## src/rtl/ex_pkg.sv

```systemverilog
`default_nettype none
// ============================================================================
// Module : ex_pkg
// Brief  : ALU opcode/class encodings, FSM state type and shared constants.
// Rev    : 1.0
// ============================================================================
package ex_pkg;

  localparam int c_xlen_max = 64;
  localparam logic [c_xlen_max-1:0] c_zero_word = '0;

  localparam logic [7:0] c_aluop_or   = 8'b0010_0101;
  localparam logic [7:0] c_aluop_and  = 8'b0010_0100;
  localparam logic [7:0] c_aluop_xor  = 8'b0010_0110;
  localparam logic [7:0] c_aluop_nor  = 8'b0010_0111;
  localparam logic [7:0] c_aluop_sll  = 8'b0111_1100;
  localparam logic [7:0] c_aluop_srl  = 8'b0000_0010;
  localparam logic [7:0] c_aluop_sra  = 8'b0000_0011;
  localparam logic [7:0] c_aluop_add  = 8'b0010_0000;
  localparam logic [7:0] c_aluop_sub  = 8'b0010_0010;
  localparam logic [7:0] c_aluop_slt  = 8'b0010_1010;
  localparam logic [7:0] c_aluop_sltu = 8'b0010_1011;
  localparam logic [7:0] c_aluop_mul  = 8'b1010_1001;

  localparam logic [2:0] c_alusel_nop   = 3'b000;
  localparam logic [2:0] c_alusel_logic = 3'b001;
  localparam logic [2:0] c_alusel_shift = 3'b010;
  localparam logic [2:0] c_alusel_arith = 3'b100;
  localparam logic [2:0] c_alusel_mul   = 3'b101;

  typedef enum logic [0:0] {
    S_IDLE = 1'b0,
    S_BUSY = 1'b1
  } ex_state_e;

  // Result class an opcode belongs to; c_alusel_nop for anything unrecognised.
  function automatic logic [2:0] op_class(input logic [7:0] op);
    case (op)
      c_aluop_or, c_aluop_and, c_aluop_xor, c_aluop_nor: op_class = c_alusel_logic;
      c_aluop_sll, c_aluop_srl, c_aluop_sra:             op_class = c_alusel_shift;
      c_aluop_add, c_aluop_sub, c_aluop_slt, c_aluop_sltu: op_class = c_alusel_arith;
`ifdef EX_MUL_EN
      c_aluop_mul:                                       op_class = c_alusel_mul;
`endif
      default:                                           op_class = c_alusel_nop;
    endcase
  endfunction

endpackage
`default_nettype wire

```

## src/rtl/ex_mc_if.sv

```systemverilog
`default_nettype none
// ============================================================================
// Module : ex_mc_if
// Brief  : Operation request / result bundle between issue stage and ex_mc.
// Rev    : 1.0
// ============================================================================
interface ex_mc_if #(
  parameter int XLEN    = 32,
  parameter int RADDR_W = 5
);
  logic               valid_i;
  logic               flush_i;
  logic [7:0]         aluop_i;
  logic [2:0]         alusel_i;
  logic [XLEN-1:0]    reg1_i;
  logic [XLEN-1:0]    reg2_i;
  logic [RADDR_W-1:0] wd_i;
  logic               wreg_i;
  logic               valid_o;
  logic [RADDR_W-1:0] wd_o;
  logic               wreg_o;
  logic [XLEN-1:0]    wdata_o;
  logic               stallreq_o;

  modport master (
    output valid_i, flush_i, aluop_i, alusel_i, reg1_i, reg2_i, wd_i, wreg_i,
    input  valid_o, wd_o, wreg_o, wdata_o, stallreq_o
  );

  modport slave (
    input  valid_i, flush_i, aluop_i, alusel_i, reg1_i, reg2_i, wd_i, wreg_i,
    output valid_o, wd_o, wreg_o, wdata_o, stallreq_o
  );
endinterface
`default_nettype wire

```

## src/rtl/ex_mul_iter.sv

```systemverilog
`default_nettype none
// ============================================================================
// Module : ex_mul_iter
// Brief  : Iterative shift-add multiplier, one partial product per step.
// Rev    : 1.0
// ============================================================================
module ex_mul_iter #(
  parameter int XLEN = 32
) (
  input  logic            clk,
  input  logic            rst,
  input  logic            i_start,
  input  logic            i_abort,
  input  logic            i_step,
  input  logic [XLEN-1:0] i_a,
  input  logic [XLEN-1:0] i_b,
  output logic            o_done,
  output logic            o_hold,
  output logic [XLEN-1:0] o_product
);
  localparam int c_cnt_w = $clog2(XLEN) + 1;

  logic [c_cnt_w-1:0] r_cnt;
  logic [XLEN-1:0]    r_acc;
  logic [XLEN-1:0]    r_mcand;
  logic [XLEN-1:0]    r_mplier;
  logic [XLEN-1:0]    w_acc_next;

  assign w_acc_next = r_mplier[0] ? (r_acc + r_mcand) : r_acc;
  // The product is taken from the final step's sum so it lands on the done edge.
  assign o_product  = w_acc_next;
  assign o_done     = i_step && (r_cnt == c_cnt_w'(XLEN - 1));
  assign o_hold     = r_cnt < c_cnt_w'(XLEN - 1);

  always_ff @(posedge clk) begin
    if (rst || i_abort) begin
      r_cnt    <= '0;
      r_acc    <= '0;
      r_mcand  <= '0;
      r_mplier <= '0;
    end else if (i_start) begin
      r_cnt    <= '0;
      r_acc    <= '0;
      r_mcand  <= i_a;
      r_mplier <= i_b;
    end else if (i_step) begin
      r_cnt    <= r_cnt + 1'b1;
      r_acc    <= w_acc_next;
      r_mcand  <= r_mcand << 1;
      r_mplier <= r_mplier >> 1;
    end
  end
endmodule
`default_nettype wire

```

## src/rtl/ex_mc.sv

```systemverilog
`default_nettype none
// ============================================================================
// Module : ex_mc
// Brief  : Execute stage: single-cycle logic/shift/arith, multi-cycle MUL.
//          Define EX_MUL_EN to build in the iterative multiplier.
// Rev    : 1.0
// ============================================================================
module ex_mc
  import ex_pkg::*;
#(
  parameter int XLEN    = 32,
  parameter int RADDR_W = 5
) (
  input  logic    clk,
  input  logic    rst,
  ex_mc_if.slave  bus
);
  localparam int c_shamt_w = $clog2(XLEN);

  ex_state_e          r_state;
  ex_state_e          w_state_next;
  logic               r_valid, w_valid_next;
  logic               r_wreg, w_wreg_next;
  logic [RADDR_W-1:0] r_wd, w_wd_next;
  logic [XLEN-1:0]    r_wdata, w_wdata_next;
  logic [RADDR_W-1:0] r_mul_wd;
  logic               r_mul_wreg;
  logic               w_mul_start;
  logic               w_is_mul;
  logic               w_mul_done;
  logic               w_mul_hold;
  logic [XLEN-1:0]    w_mul_prod;
  logic [XLEN-1:0]    w_alu_res;
  logic [c_shamt_w-1:0] w_shamt;

  assign w_shamt = bus.reg2_i[c_shamt_w-1:0];

  // Unknown opcodes and class mismatches fall through to a zero result.
  always_comb begin
    w_alu_res = c_zero_word[XLEN-1:0];
    if (bus.alusel_i != c_alusel_nop && op_class(bus.aluop_i) == bus.alusel_i) begin
      case (bus.aluop_i)
        c_aluop_or:   w_alu_res = bus.reg1_i | bus.reg2_i;
        c_aluop_and:  w_alu_res = bus.reg1_i & bus.reg2_i;
        c_aluop_xor:  w_alu_res = bus.reg1_i ^ bus.reg2_i;
        c_aluop_nor:  w_alu_res = ~(bus.reg1_i | bus.reg2_i);
        c_aluop_sll:  w_alu_res = bus.reg1_i << w_shamt;
        c_aluop_srl:  w_alu_res = bus.reg1_i >> w_shamt;
        c_aluop_sra:  w_alu_res = $signed(bus.reg1_i) >>> w_shamt;
        c_aluop_add:  w_alu_res = bus.reg1_i + bus.reg2_i;
        c_aluop_sub:  w_alu_res = bus.reg1_i - bus.reg2_i;
        c_aluop_slt:  w_alu_res = {{(XLEN-1){1'b0}}, $signed(bus.reg1_i) < $signed(bus.reg2_i)};
        c_aluop_sltu: w_alu_res = {{(XLEN-1){1'b0}}, bus.reg1_i < bus.reg2_i};
        default:      w_alu_res = c_zero_word[XLEN-1:0];
      endcase
    end
  end

`ifdef EX_MUL_EN
  logic w_mul_step;

  assign w_is_mul   = (bus.aluop_i == c_aluop_mul) && (bus.alusel_i == c_alusel_mul);
  assign w_mul_step = (r_state == S_BUSY) && !bus.flush_i;

  ex_mul_iter #(.XLEN(XLEN)) u_mul (
    .clk       (clk),
    .rst       (rst),
    .i_start   (w_mul_start),
    .i_abort   (bus.flush_i),
    .i_step    (w_mul_step),
    .i_a       (bus.reg1_i),
    .i_b       (bus.reg2_i),
    .o_done    (w_mul_done),
    .o_hold    (w_mul_hold),
    .o_product (w_mul_prod)
  );

  // Drops in the final BUSY cycle so upstream can line up the next op.
  assign bus.stallreq_o = !rst &&
      (((r_state == S_IDLE) && bus.valid_i && w_is_mul && !bus.flush_i) ||
       ((r_state == S_BUSY) && w_mul_hold));
`else
  assign w_is_mul       = 1'b0;
  assign w_mul_done     = 1'b0;
  assign w_mul_hold     = 1'b0;
  assign w_mul_prod     = c_zero_word[XLEN-1:0];
  assign bus.stallreq_o = 1'b0;
`endif

  always_comb begin
    w_state_next = r_state;
    w_valid_next = 1'b0;
    w_wreg_next  = 1'b0;
    w_wd_next    = r_wd;
    w_wdata_next = r_wdata;
    w_mul_start  = 1'b0;
    if (bus.flush_i) begin
      w_state_next = S_IDLE;
    end else begin
      case (r_state)
        S_IDLE: begin
          if (bus.valid_i) begin
            if (w_is_mul) begin
              w_state_next = S_BUSY;
              w_mul_start  = 1'b1;
            end else begin
              w_valid_next = 1'b1;
              w_wreg_next  = bus.wreg_i;
              w_wd_next    = bus.wd_i;
              w_wdata_next = w_alu_res;
            end
          end
        end
        S_BUSY: begin
          if (w_mul_done) begin
            w_state_next = S_IDLE;
            w_valid_next = 1'b1;
            w_wreg_next  = r_mul_wreg;
            w_wd_next    = r_mul_wd;
            w_wdata_next = w_mul_prod;
          end
        end
        default: w_state_next = S_IDLE;
      endcase
    end
  end

  always_ff @(posedge clk) begin
    if (rst) begin
      r_state <= S_IDLE;
    end else begin
      r_state <= w_state_next;
    end
  end

  always_ff @(posedge clk) begin
    if (rst) begin
      r_valid    <= 1'b0;
      r_wreg     <= 1'b0;
      r_wd       <= '0;
      r_wdata    <= '0;
      r_mul_wd   <= '0;
      r_mul_wreg <= 1'b0;
    end else begin
      r_valid <= w_valid_next;
      r_wreg  <= w_wreg_next;
      r_wd    <= w_wd_next;
      r_wdata <= w_wdata_next;
      if (w_mul_start) begin
        r_mul_wd   <= bus.wd_i;
        r_mul_wreg <= bus.wreg_i;
      end
    end
  end

  assign bus.valid_o = r_valid;
  assign bus.wreg_o  = r_wreg;
  assign bus.wd_o    = r_wd;
  assign bus.wdata_o = r_wdata;
endmodule
`default_nettype wire

```

## src/flat_wrapper.sv

```systemverilog
// flat-port wrapper written by rule: the top's interface ports become plain ports
module ex_mc_flat import ex_pkg::*;
#(
  parameter int XLEN    = 32,
  parameter int RADDR_W = 5
)
  (clk, rst, bus_valid_i, bus_flush_i, bus_aluop_i, bus_alusel_i, bus_reg1_i, bus_reg2_i, bus_wd_i, bus_wreg_i, bus_valid_o, bus_wd_o, bus_wreg_o, bus_wdata_o, bus_stallreq_o);
  ex_mc_if #(.XLEN(XLEN), .RADDR_W(RADDR_W)) bus_i ();
  input  logic clk;
  input  logic rst;
  input wire logic [$bits(bus_i.valid_i)-1:0] bus_valid_i;
  input wire logic [$bits(bus_i.flush_i)-1:0] bus_flush_i;
  input wire logic [$bits(bus_i.aluop_i)-1:0] bus_aluop_i;
  input wire logic [$bits(bus_i.alusel_i)-1:0] bus_alusel_i;
  input wire logic [$bits(bus_i.reg1_i)-1:0] bus_reg1_i;
  input wire logic [$bits(bus_i.reg2_i)-1:0] bus_reg2_i;
  input wire logic [$bits(bus_i.wd_i)-1:0] bus_wd_i;
  input wire logic [$bits(bus_i.wreg_i)-1:0] bus_wreg_i;
  output wire logic [$bits(bus_i.valid_o)-1:0] bus_valid_o;
  output wire logic [$bits(bus_i.wd_o)-1:0] bus_wd_o;
  output wire logic [$bits(bus_i.wreg_o)-1:0] bus_wreg_o;
  output wire logic [$bits(bus_i.wdata_o)-1:0] bus_wdata_o;
  output wire logic [$bits(bus_i.stallreq_o)-1:0] bus_stallreq_o;
  assign bus_i.valid_i = bus_valid_i;
  assign bus_i.flush_i = bus_flush_i;
  assign bus_i.aluop_i = bus_aluop_i;
  assign bus_i.alusel_i = bus_alusel_i;
  assign bus_i.reg1_i = bus_reg1_i;
  assign bus_i.reg2_i = bus_reg2_i;
  assign bus_i.wd_i = bus_wd_i;
  assign bus_i.wreg_i = bus_wreg_i;
  assign bus_valid_o = bus_i.valid_o;
  assign bus_wd_o = bus_i.wd_o;
  assign bus_wreg_o = bus_i.wreg_o;
  assign bus_wdata_o = bus_i.wdata_o;
  assign bus_stallreq_o = bus_i.stallreq_o;
  ex_mc #(.XLEN(XLEN), .RADDR_W(RADDR_W)) u_core (.clk(clk), .rst(rst), .bus(bus_i));
endmodule
```

## config.mk

```make
export PLATFORM = sky130hd
export DESIGN_NAME = ex_mc_flat
export DESIGN_NICKNAME = d
export VERILOG_FILES = /design/src/rtl/ex_pkg.sv /design/src/rtl/ex_mc_if.sv /design/src/rtl/ex_mul_iter.sv /design/src/rtl/ex_mc.sv /design/src/flat_wrapper.sv
export SDC_FILE = /design/constraint.sdc
export NUM_CORES = 1
export LEC_CHECK = 0
export ABC_AREA = 1
export CELL_PAD_IN_SITES_DETAIL_PLACEMENT = 0
export CELL_PAD_IN_SITES_GLOBAL_PLACEMENT = 2
export CORE_MARGIN = 8
export CORE_UTILIZATION = 31
export CTS_CLUSTER_DIAMETER = 60
export CTS_CLUSTER_SIZE = 10
export DETAILED_ROUTE_END_ITERATION = 6
export GPL_ROUTABILITY_DRIVEN = 0
export PLACE_DENSITY = 0.95
export SETUP_SLACK_MARGIN = 0.1
export SLEW_MARGIN = 5
export SYNTH_ARGS = -nofsm -noshare
export SYNTH_HDL_FRONTEND = slang
export SYNTH_SLANG_ARGS = --single-unit
```

## constraint.sdc

```tcl
create_clock -name clk -period 6.1 [get_ports clk]
set_input_delay 1.22 -clock clk [delete_from_list [all_inputs] [get_ports clk]]
set_output_delay 1.22 -clock clk [all_outputs]
set_load 0.05 [all_outputs]
```

==> results of run 1 <==
synth_stat cells (4+ instances only):
| master | instances |
|---|---|
| nor2_2 | 4 |
| nor2_4 | 4 |
| ha_1 | 100 |
| o21ai_1 | 4 |
| nor3_1 | 21 |
| o22ai_1 | 13 |
| o21bai_1 | 7 |
| inv_1 | 294 |
| clkbuf_1 | 68 |
| buf_1 | 12 |
| o21ai_0 | 81 |
| nand3_1 | 416 |
| a21oi_1 | 102 |
| o211ai_1 | 11 |
| nor2_1 | 198 |
| buf_2 | 23 |
| dfxtp_1 | 39 |
| nand3b_1 | 11 |
| inv_2 | 12 |
| nand4_1 | 34 |
| and2_1 | 10 |
| nand2_1 | 870 |
sequential cells by signal, summed over array words and instances, names as in the netlist:
| name | flops |
|---|---|
| u_core.bus.wd_o | 5 |
| u_core.bus.valid_o | 1 |
| u_core.bus.wdata_o | 32 |
| u_core.bus.wreg_o | 1 |
worst reg2reg max path: cells and delay by family (launching register included):
family          cells  cell delay, ns
compound gates      1            0.17
simple gates        1            0.08
flops               1            0.44
metal layers:
layer / global-route usage [%] / part of all wire [%] / vias up
li1: - / - / 7649
met1: 33.43 / 41 / 7435
met2: 44.22 / 47 / 790
met3: 2.911 / 8.5 / 123
met4: 9.677 / 4.1 / 2
met5: 0 / 0.021 / -
how the worst min path moves through the flow:
stage	startpoint	to	slack (ns)	depth (start not counted)
final	u_core.bus.wdata_o[28]	u_core.bus.wdata_o[28]	0.47	2
after global routing	u_core.bus.wdata_o[28]	u_core.bus.wdata_o[28]	0.49	2
after CTS	u_core.bus.wd_o[2]	u_core.bus.wd_o[2]	0.47	2
after detailed placement	u_core.bus.wdata_o[16]	u_core.bus.wdata_o[16]	0.46	2
after global placement	u_core.bus.wd_o[3]	u_core.bus.wd_o[3]	0.45	2
after floorplan	u_core.bus.wd_o[0]	u_core.bus.wd_o[0]	0.69	2
logic make-up after synthesis:
family	share of synthesized area [%]
compound gates	10.33
xor+xnor	0.2239
fa+ha+maj	11.00
buf+inv	13.77
flops	6.651
mux	0.08527
other cells	0.03195
simple gates	57.91
power groups by stage:
| stage | logic [uW] | clock network, uW | registers [uW] |
|---|---|---|---|
| after floorplan | 548 | 0 | 271 |
| after global placement | 858 | 0 | 263 |
| after detailed placement | 858 | 0 | 263 |
| after CTS | 862 | 315 | 258 |
| after global routing | 967 | 327 | 258 |
| final | 887 | 317 | 258 |
through the flow:
step / util [%] / hold slack [ns]
after floorplan: - / 0.6857
after detailed placement: 35.30 / 0.4586
final: 35.76 / 0.4671
after CTS: 35.76 / 0.4677
after global placement: 35.30 / 0.4489
after global routing: 35.76 / 0.4873
final cells by class:
cell class / instances / area share [%]
timing repair buffer: 137 / 9.857
sequential: 39 / 5.825
tap: 511 / 4.770
clock inverter: 3 / 0.3267
multi-input combinational: 1921 / 69.69
clock buffer: 5 / 0.9334
inverter: 307 / 8.597
==> flow_summary_export.csv, run 1 <==
group,metric,value,unit
setup_path,path_class,"input port to flip-flop",
layout,diodes,0,
drt,drt_first_pass_iters,7,
synthesis,yosysSeqAreaShare,6.651,%
sta,tightest_slew,0.9774,ns
synthesis,ys_top_cells_by_area,"nand2_1 (28%), nand3_1 (18%), ha_1 (11%), inv_1 (9.4%), dfxtp_1 (6.7%)",
setup_path,crit_chain,"clkdlybuf4s50_1 -> nand2_1 -> nor2_4 -> nand3_2 -> inv_2 -> nor3_1 -> nand3_1 -> nand2_1 -> nor3_4 -> o21ai_0 -> a21oi_1",
setup_path,crit_top_cell,"nand2_1",
sta,finalSetupViolations,0,
outcome,status,"completed",
layout,final_common_cell,"nand2_1",
setup_path,reg2reg_slack,5.33,ns
die,die_area,0.04435,mm^2
pwr,leakage,0.006979,uW
setup_path,crit_start,"bus_aluop_i[5]",
layout,multi_input_area,0.009341,mm^2
layout,fin_cells,2923,
synthesis,syn_avg_cell_area,4.943,um^2
sta,skew,0,ns
synthesis,synth-seq-cells,39,
setup_path,r2r_cells,2,
global_route,grt_pass1_vias,14787,
setup_path,crit_path_top_delay_cell,"nor3_4",
sta,rsz0062_at_grt,"false",
sta,period_needed,4.607,ns
sta,drv_slew,0,
pwr,p_sw,748.8,uW
setup_path,crit_end,"u_core.bus.wdata_o[2]",
sta,period_share,75.53,%
setup_path,worstSetupStartpointType,"input port",
global_route,antenna_found_initial,1,
die,start_util,31.31,%
global_route,grt_pass1_wl,88740,um
cts,clk_pin_slew,0.06,ns
worst_hold_path,hp-class,"flip-flop to flip-flop",
pwr,clkPwrFrac,21.7,%
setup_path,critPathMaxFanout,18,
synthesis,ys.flop_type,"dfxtp_1",
setup_path,arrival,4.83,ns
layout,drive_gt1_share,2.488,%
global_route,overflow,0,
drt,drc,0,
layout,nets,2598,
global_route,grt_max_degree,69,
layout,fillerInstances,4430,
die,die_w,210.6,um
sta,hold_viol_final,0,
cts,insertion_delay,0.29,ns
layout,layout_common_cells,"nand2_1 (870), nand3_1 (416), inv_1 (293)",
synthesis,yosysTopAreaCell,"nand2_1",
synthesis,yosysWarnings,0,
pwr,p_comb_share,60.7,%
setup_path,cp_num_buf_inv,2,
pwr,switching_share,51.21,%
drt,ant_nets,0,
placement,dpl.cell_count,2915,
cts,cts_tree,"yes",
layout,register_area,780.7,um^2
placement,post-place-ws,1.290,ns
sta,maxSlewHeadroom,34.60,%
drt,drt_iter0_markers,1772,
cts,clockBufferDepth,2,
pwr,powerDensity,109.1,mW/mm^2
die,fp-row-count,71,
pwr,vdd_drop_max,0.08489,mV
cts,cts_setup_buffers,0,
synthesis,yosysUniqueCellTypes,47,
pwr,fin_total_pwr,1462,uW
die,die_h,210.6,um
cts,cts_repair_resize_count,0,
sta,tns,0,ns
placement,portBuffers,123,
setup_path,r2r_start,"u_core.bus.wdata_o[13]",
drt,wl,60660,um
drt,routedWlPerCell,20.75,um
flow_run,timing.max_cap.violations,0,
setup_path,reg2reg_to,"u_core.bus.wdata_o[13]",
setup_path,worstPathRequired,6.33,ns
global_route,grtUsageTotal,26.00,%
setup_path,endpoint_kind,"flip-flop",
pwr,p_int,713.4,uW
cts,numCtsBuffers,5,
synthesis,synth_cells,2375,
cts,clkSinkCount,39,
setup_path,worst_path_dominant_cell_family,"simple AND/OR/NAND/NOR gates",
die,core,0.03749,mm^2
synthesis,synthArstFlopShare,0,%
drt,vias,15999,
placement,dp_hpwl,50080,um
synthesis,synth_top_area_share,27.82,%
setup_path,cp.depth,11,
synthesis,synth_fp_nets,2562,
synthesis,synth.cell_area,0.01174,mm^2
cts,cts_root_buf,"clkbuf_16",
synthesis,synth_enable_flop_cells,0,
drt,avgViaCountPerCell,5.473,
cts,htreeDepth,2,
setup_path,cpPeakStageDelay,0.68,ns
layout,stdcell_area,0.01340,mm^2
layout,syn2layout_area_growth,14.19,%
placement,placed_cell_area,0.01324,mm^2
sta,max_freq,217.0,MHz
die,ios,125,
cts,cts_hold_buf,0,
pwr,p_seq_share,17.6,%
sta,worst_slack,1.493,ns
(Power assumes the default switching activity.)
==> run 2: changes to the inputs <==
- CORE_UTILIZATION: 31 -> 29
- PLACE_DENSITY: 0.95 -> 0.9
- clock period: 6.1 -> 4.7 ns (I/O delays scaled with it)
==> run 2 against run 1 <==
Compared with the run above:
- the flow now finishes with violations (design-rule violations)
- wire length is 5.7% higher
- register-to-register slack got worse by 1.5 ns
- first-iteration DRC count decreased by 2.2%
- sequential share of layout area down 0.12 points
- global-route usage up 0.056 points
- hold slack worse by 0.0034 ns
- sequential power up 29%
- non-clock buffer count rose by 33
- final area increased by 2.1%
- combinational power grew 32%
- clock-buffer cell count increased by 1
- critical endpoint is now u_core.bus.wdata_o[14]
==> flow_summary_export.csv, run 2 (synthesis results as in run 1) <==
group,metric,value,unit
cts,numCtsBuffers,5,
cts,htreeDepth,2,
die,core,0.03982,mm^2
cts,clk_pin_slew,0.07,ns
worst_hold_path,hp-class,"flip-flop to flip-flop",
drt,vias,16243,
global_route,grt_pass1_wl,94070,um
drt,ant_nets,0,
layout,register_area,780.7,um^2
cts,cts_tree,"yes",
die,ios,125,
layout,utilization,34.38,%
drt,routedWlPerCell,21.58,um
global_route,grt_max_degree,66,
sta,maxSlewHeadroom,40.27,%
setup_path,path_class,"input port to flip-flop",
drt,avgViaCountPerCell,5.467,
cts,clockBufferDepth,2,
sta,finalSetupViolations,0,
sta,worst_slack,0.5699,ns
setup_path,worstSetupStartpointType,"input port",
sta,skew,0,ns
setup_path,arrival,4.30,ns
drt,drt_first_pass_iters,7,
setup_path,endpoint_kind,"flip-flop",
die,die_area,0.04717,mm^2
global_route,grt_pass1_vias,15511,
layout,multi_input_area,0.009341,mm^2
drt,drt_iter0_markers,1733,
sta,period_share,87.87,%
outcome,status,"finished, violations left",
cts,insertion_delay,0.32,ns
placement,dpl.cell_count,2962,
sta,period_needed,4.130,ns
pwr,fin_total_pwr,1948,uW
pwr,vdd_drop_max,0.1040,mV
die,fp-row-count,73,
layout,fin_cells,2971,
layout,layout_common_cells,"nand2_1 (870), nand3_1 (416), inv_1 (293)",
global_route,overflow,0,
sta,tns,0,ns
die,die_w,217.2,um
layout,nets,2631,
setup_path,worstPathRequired,4.87,ns
cts,cts_hold_buf,0,
pwr,leakage,0.007147,uW
layout,final_common_cell,"nand2_1",
layout,syn2layout_area_growth,16.62,%
die,start_util,29.48,%
layout,fillerInstances,4700,
drt,wl,64100,um
sta,rsz0062_at_grt,"false",
sta,tightest_slew,0.8950,ns
placement,portBuffers,123,
die,die_h,217.2,um
sta,drv_slew,0,
cts,cts_root_buf,"clkbuf_16",
drt,drc,2,
global_route,grtUsageTotal,26.06,%
placement,post-place-ws,0.3612,ns
global_route,antenna_found_initial,3,
layout,drive_gt1_share,3.804,%
cts,cts_repair_resize_count,0,
sta,hold_viol_final,0,
setup_path,critPathMaxFanout,10,
pwr,powerDensity,142.3,mW/mm^2
outcome,violations,"design-rule violations",
flow_run,timing.max_cap.violations,0,
cts,cts_setup_buffers,0,
cts,clkSinkCount,39,
sta,max_freq,242.1,MHz
placement,dp_hpwl,52940,um
layout,largest_reg_flops,32,
==> run 2: changes by cell type in the layout (fill, tap and decap cells not counted) <==
cell      change
clkbuf_8      +1
buf_12        +1
clkinv_4      -1
buf_4        +32
diode_2       +1
==> run 2: path summary, 6_finish.rpt <==
kind | depth (start not counted) | to | slack (ns) | startpoint
worst max register to register | 2 | u_core.bus.wdata_o[11] | 3.82 | u_core.bus.wdata_o[11]
worst min-delay path | 2 | u_core.bus.wd_o[2] | 0.46 | u_core.bus.wd_o[2]
worst max-delay path | 16 | u_core.bus.wdata_o[14] | 0.57 | bus_reg2_i[0]
worst min register to register | 2 | u_core.bus.wd_o[2] | 0.46 | u_core.bus.wd_o[2]
==> run 2: power by group <==
part	leakage, uW	switching (uW)	internal, uW	total [uW]
sequential	0.000315	1.33	333	334
combinational	0.00675	815	356	1170
clock	0.0000869	178	265	443
==> run 2: final cells by class <==
class | instances | area share, %
multi-input cells | 1921 | 68.24
repair buffers | 170 | 11.55
inverters | 307 | 8.418
flip-flops and latches | 39 | 5.703
well taps | 525 | 4.798
clock buffers | 6 | 1.015
clock inverters | 2 | 0.2559
diodes | 1 | 0.01828
==> run 2: critical path, cell delays in order <==
cell and delay, ns:
clkdlybuf4s50_1 0.49, buf_4 0.21, ha_1 0.29, fa_1 0.50, nand3_1 0.14, nand3_1 0.31, nand2_1 0.19, nand2_1 0.14
nand2_1 0.09, nand2_1 0.16, nor2_1 0.13, o21ai_0 0.13, nor2_1 0.30, nand2_1 0.13, nand2_1 0.10, a21oi_1 0.06
==> run 2: metrics by stage <==
stage                     area, um^2  hold WS, ns
after floorplan                11740       0.6857
after global placement         13510       0.4477
after detailed placement       13510       0.4522
after CTS                      13690       0.4650
after global routing           13690       0.4756
final                          13690       0.4638
==> run 2: layer usage <==
layer	track usage (%)	wire length, um	share of wire [%]	vias to the layer above
met5	0	23	0.036	-
met4	15.33	4318	6.7	4
met3	3.412	5486	8.6	185
met2	42.60	28520	44	835
met1	32.48	25750	40	7503
li1	-	-	-	7716
==> run 3: changes to the inputs <==
- CAP_MARGIN: unset -> 20
- CORE_UTILIZATION: 29 -> 31
- PLACE_DENSITY: 0.9 -> 0.95
- clock period: 4.7 -> 5.2 ns (I/O delays scaled with it)
==> run 3 against run 2 <==
Compared with the run above:
- via count decreased by 1.0%
- die area shrank 6.0%
- clock skew stayed put
- total power shrank 11%
- the run now ends clean
- critical path type unchanged
- critical path depth down 2
==> flow_summary_export.csv, run 3 (synthesis results as in run 1) <==
group,metric,value,unit
drt,drt_iter0_markers,1876,
sta,period_needed,4.241,ns
setup_path,worstPathRequired,5.43,ns
sta,period_share,81.55,%
placement,placed_cell_area,0.01332,mm^2
setup_path,worstSetupStartpointType,"input port",
die,die_area,0.04435,mm^2
cts,insertion_delay,0.30,ns
die,ios,125,
sta,hold_viol_final,0,
die,fp-row-count,71,
cts,clkSinkCount,39,
layout,final_common_cell,"nand2_1",
cts,cts_root_buf,"clkbuf_16",
pwr,fin_total_pwr,1740,uW
die,core,0.03749,mm^2
layout,nets,2609,
cts,cts_tree,"yes",
layout,largest_reg_flops,32,
cts,cts_repair_resize_count,0,
setup_path,endpoint_kind,"flip-flop",
sta,drv_slew,0,
drt,routedWlPerCell,20.66,um
global_route,antenna_found_initial,0,
drt,drt_first_pass_iters,6,
drt,ant_nets,0,
placement,dp_hpwl,49650,um
pwr,powerDensity,128.9,mW/mm^2
cts,numCtsBuffers,5,
sta,rsz0062_at_grt,"false",
global_route,grt_max_degree,68,
sta,tns,0,ns
layout,drive_gt1_share,2.930,%
drt,vias,16080,
cts,cts_setup_buffers,0,
global_route,grt_pass1_wl,89610,um
placement,post-place-ws,0.7271,ns
layout,fillerInstances,4373,
setup_path,path_class,"input port to flip-flop",
cts,cts_hold_buf,0,
die,start_util,31.31,%
global_route,grt_pass1_vias,14976,
placement,portBuffers,123,
pwr,leakage,0.007037,uW
drt,avgViaCountPerCell,5.479,
outcome,status,"completed",
sta,maxSlewHeadroom,40.42,%
cts,clockBufferDepth,2,
layout,layout_common_cells,"nand2_1 (870), nand3_1 (416), inv_1 (293)",
sta,worst_slack,0.9594,ns
die,die_h,210.6,um
pwr,vdd_drop_max,0.1218,mV
flow_run,timing.max_cap.violations,0,
layout,syn2layout_area_growth,14.99,%
global_route,overflow,0,
sta,skew,0,ns
global_route,grtUsageTotal,26.24,%
cts,htreeDepth,2,
setup_path,critPathMaxFanout,18,
setup_path,arrival,4.47,ns
sta,finalSetupViolations,0,
worst_hold_path,hp-class,"flip-flop to flip-flop",
drt,drc,0,
layout,stdcell_area,0.01350,mm^2
die,die_w,210.6,um
drt,wl,60640,um
sta,tightest_slew,0.8927,ns
sta,max_freq,235.8,MHz
cts,clk_pin_slew,0.07,ns
## run 3: final timing paths
kind	startpoint	depth (start not counted)	to	slack, ns
max	bus_aluop_i[5]	14	u_core.bus.wdata_o[0]	0.96
min	u_core.bus.wdata_o[24]	2	u_core.bus.wdata_o[24]	0.47
max reg2reg	u_core.bus.wdata_o[12]	2	u_core.bus.wdata_o[12]	4.45
min reg2reg	u_core.bus.wdata_o[24]	2	u_core.bus.wdata_o[24]	0.47
## run 3: report_power, final
group	switching [uW]	internal (uW)	leakage (uW)
registers	1.23	301	0.000315
logic	726	313	0.00663
clock network	157	242	0.0000875
total	884	856	0.00704
## run 3: per-layer routing
layer | global-route usage, % | wire (um) | vias to the layer above
li1 | - | - | 7686
met1 | 33.84 | 24540 | 7384
met2 | 42.61 | 27350 | 867
met3 | 3.045 | 5283 | 143
met5 | 0 | 0 | -
met4 | 13.61 | 3467 | 0
## run 3: stage by stage
step / instances / hold slack, ns / utilization (%)
5_1_grt: 2934 / 0.4829 / 36.00
3_5_place_dp: 2926 / 0.4529 / 35.53
6_report: 2935 / 0.4663 / 36.01
2_1_floorplan: 2375 / 0.6857 / -
4_1_cts: 2934 / 0.4634 / 36.00
3_3_place_gp: 2926 / 0.4488 / 35.53
## run 3: area by class of cell
class                      instances  area, um^2  area share, %
antenna                            1       2.502        0.01854
clock buffer                       6       138.9          1.029
clock inverter                     2       38.79         0.2874
inverter                         307        1152          8.537
multi-input combinational       1921        9341          69.21
sequential                        39       780.7          5.784
tap                              511       639.4          4.737
timing repair buffer             148        1404          10.40
## run 3: critical path, cell delays in order
cell             delay (ns)
clkdlybuf4s50_1        0.52
nand2_1                0.10
nor2_4                 0.40
nand3_1                0.55
inv_1                  0.79
buf_4                  0.32
nand2_1                0.07
o211ai_1               0.09
nor2_1                 0.08
nand2_1                0.18
nor2_1                 0.07
nand2_1                0.07
nand2_1                0.04
a21oi_1                0.11
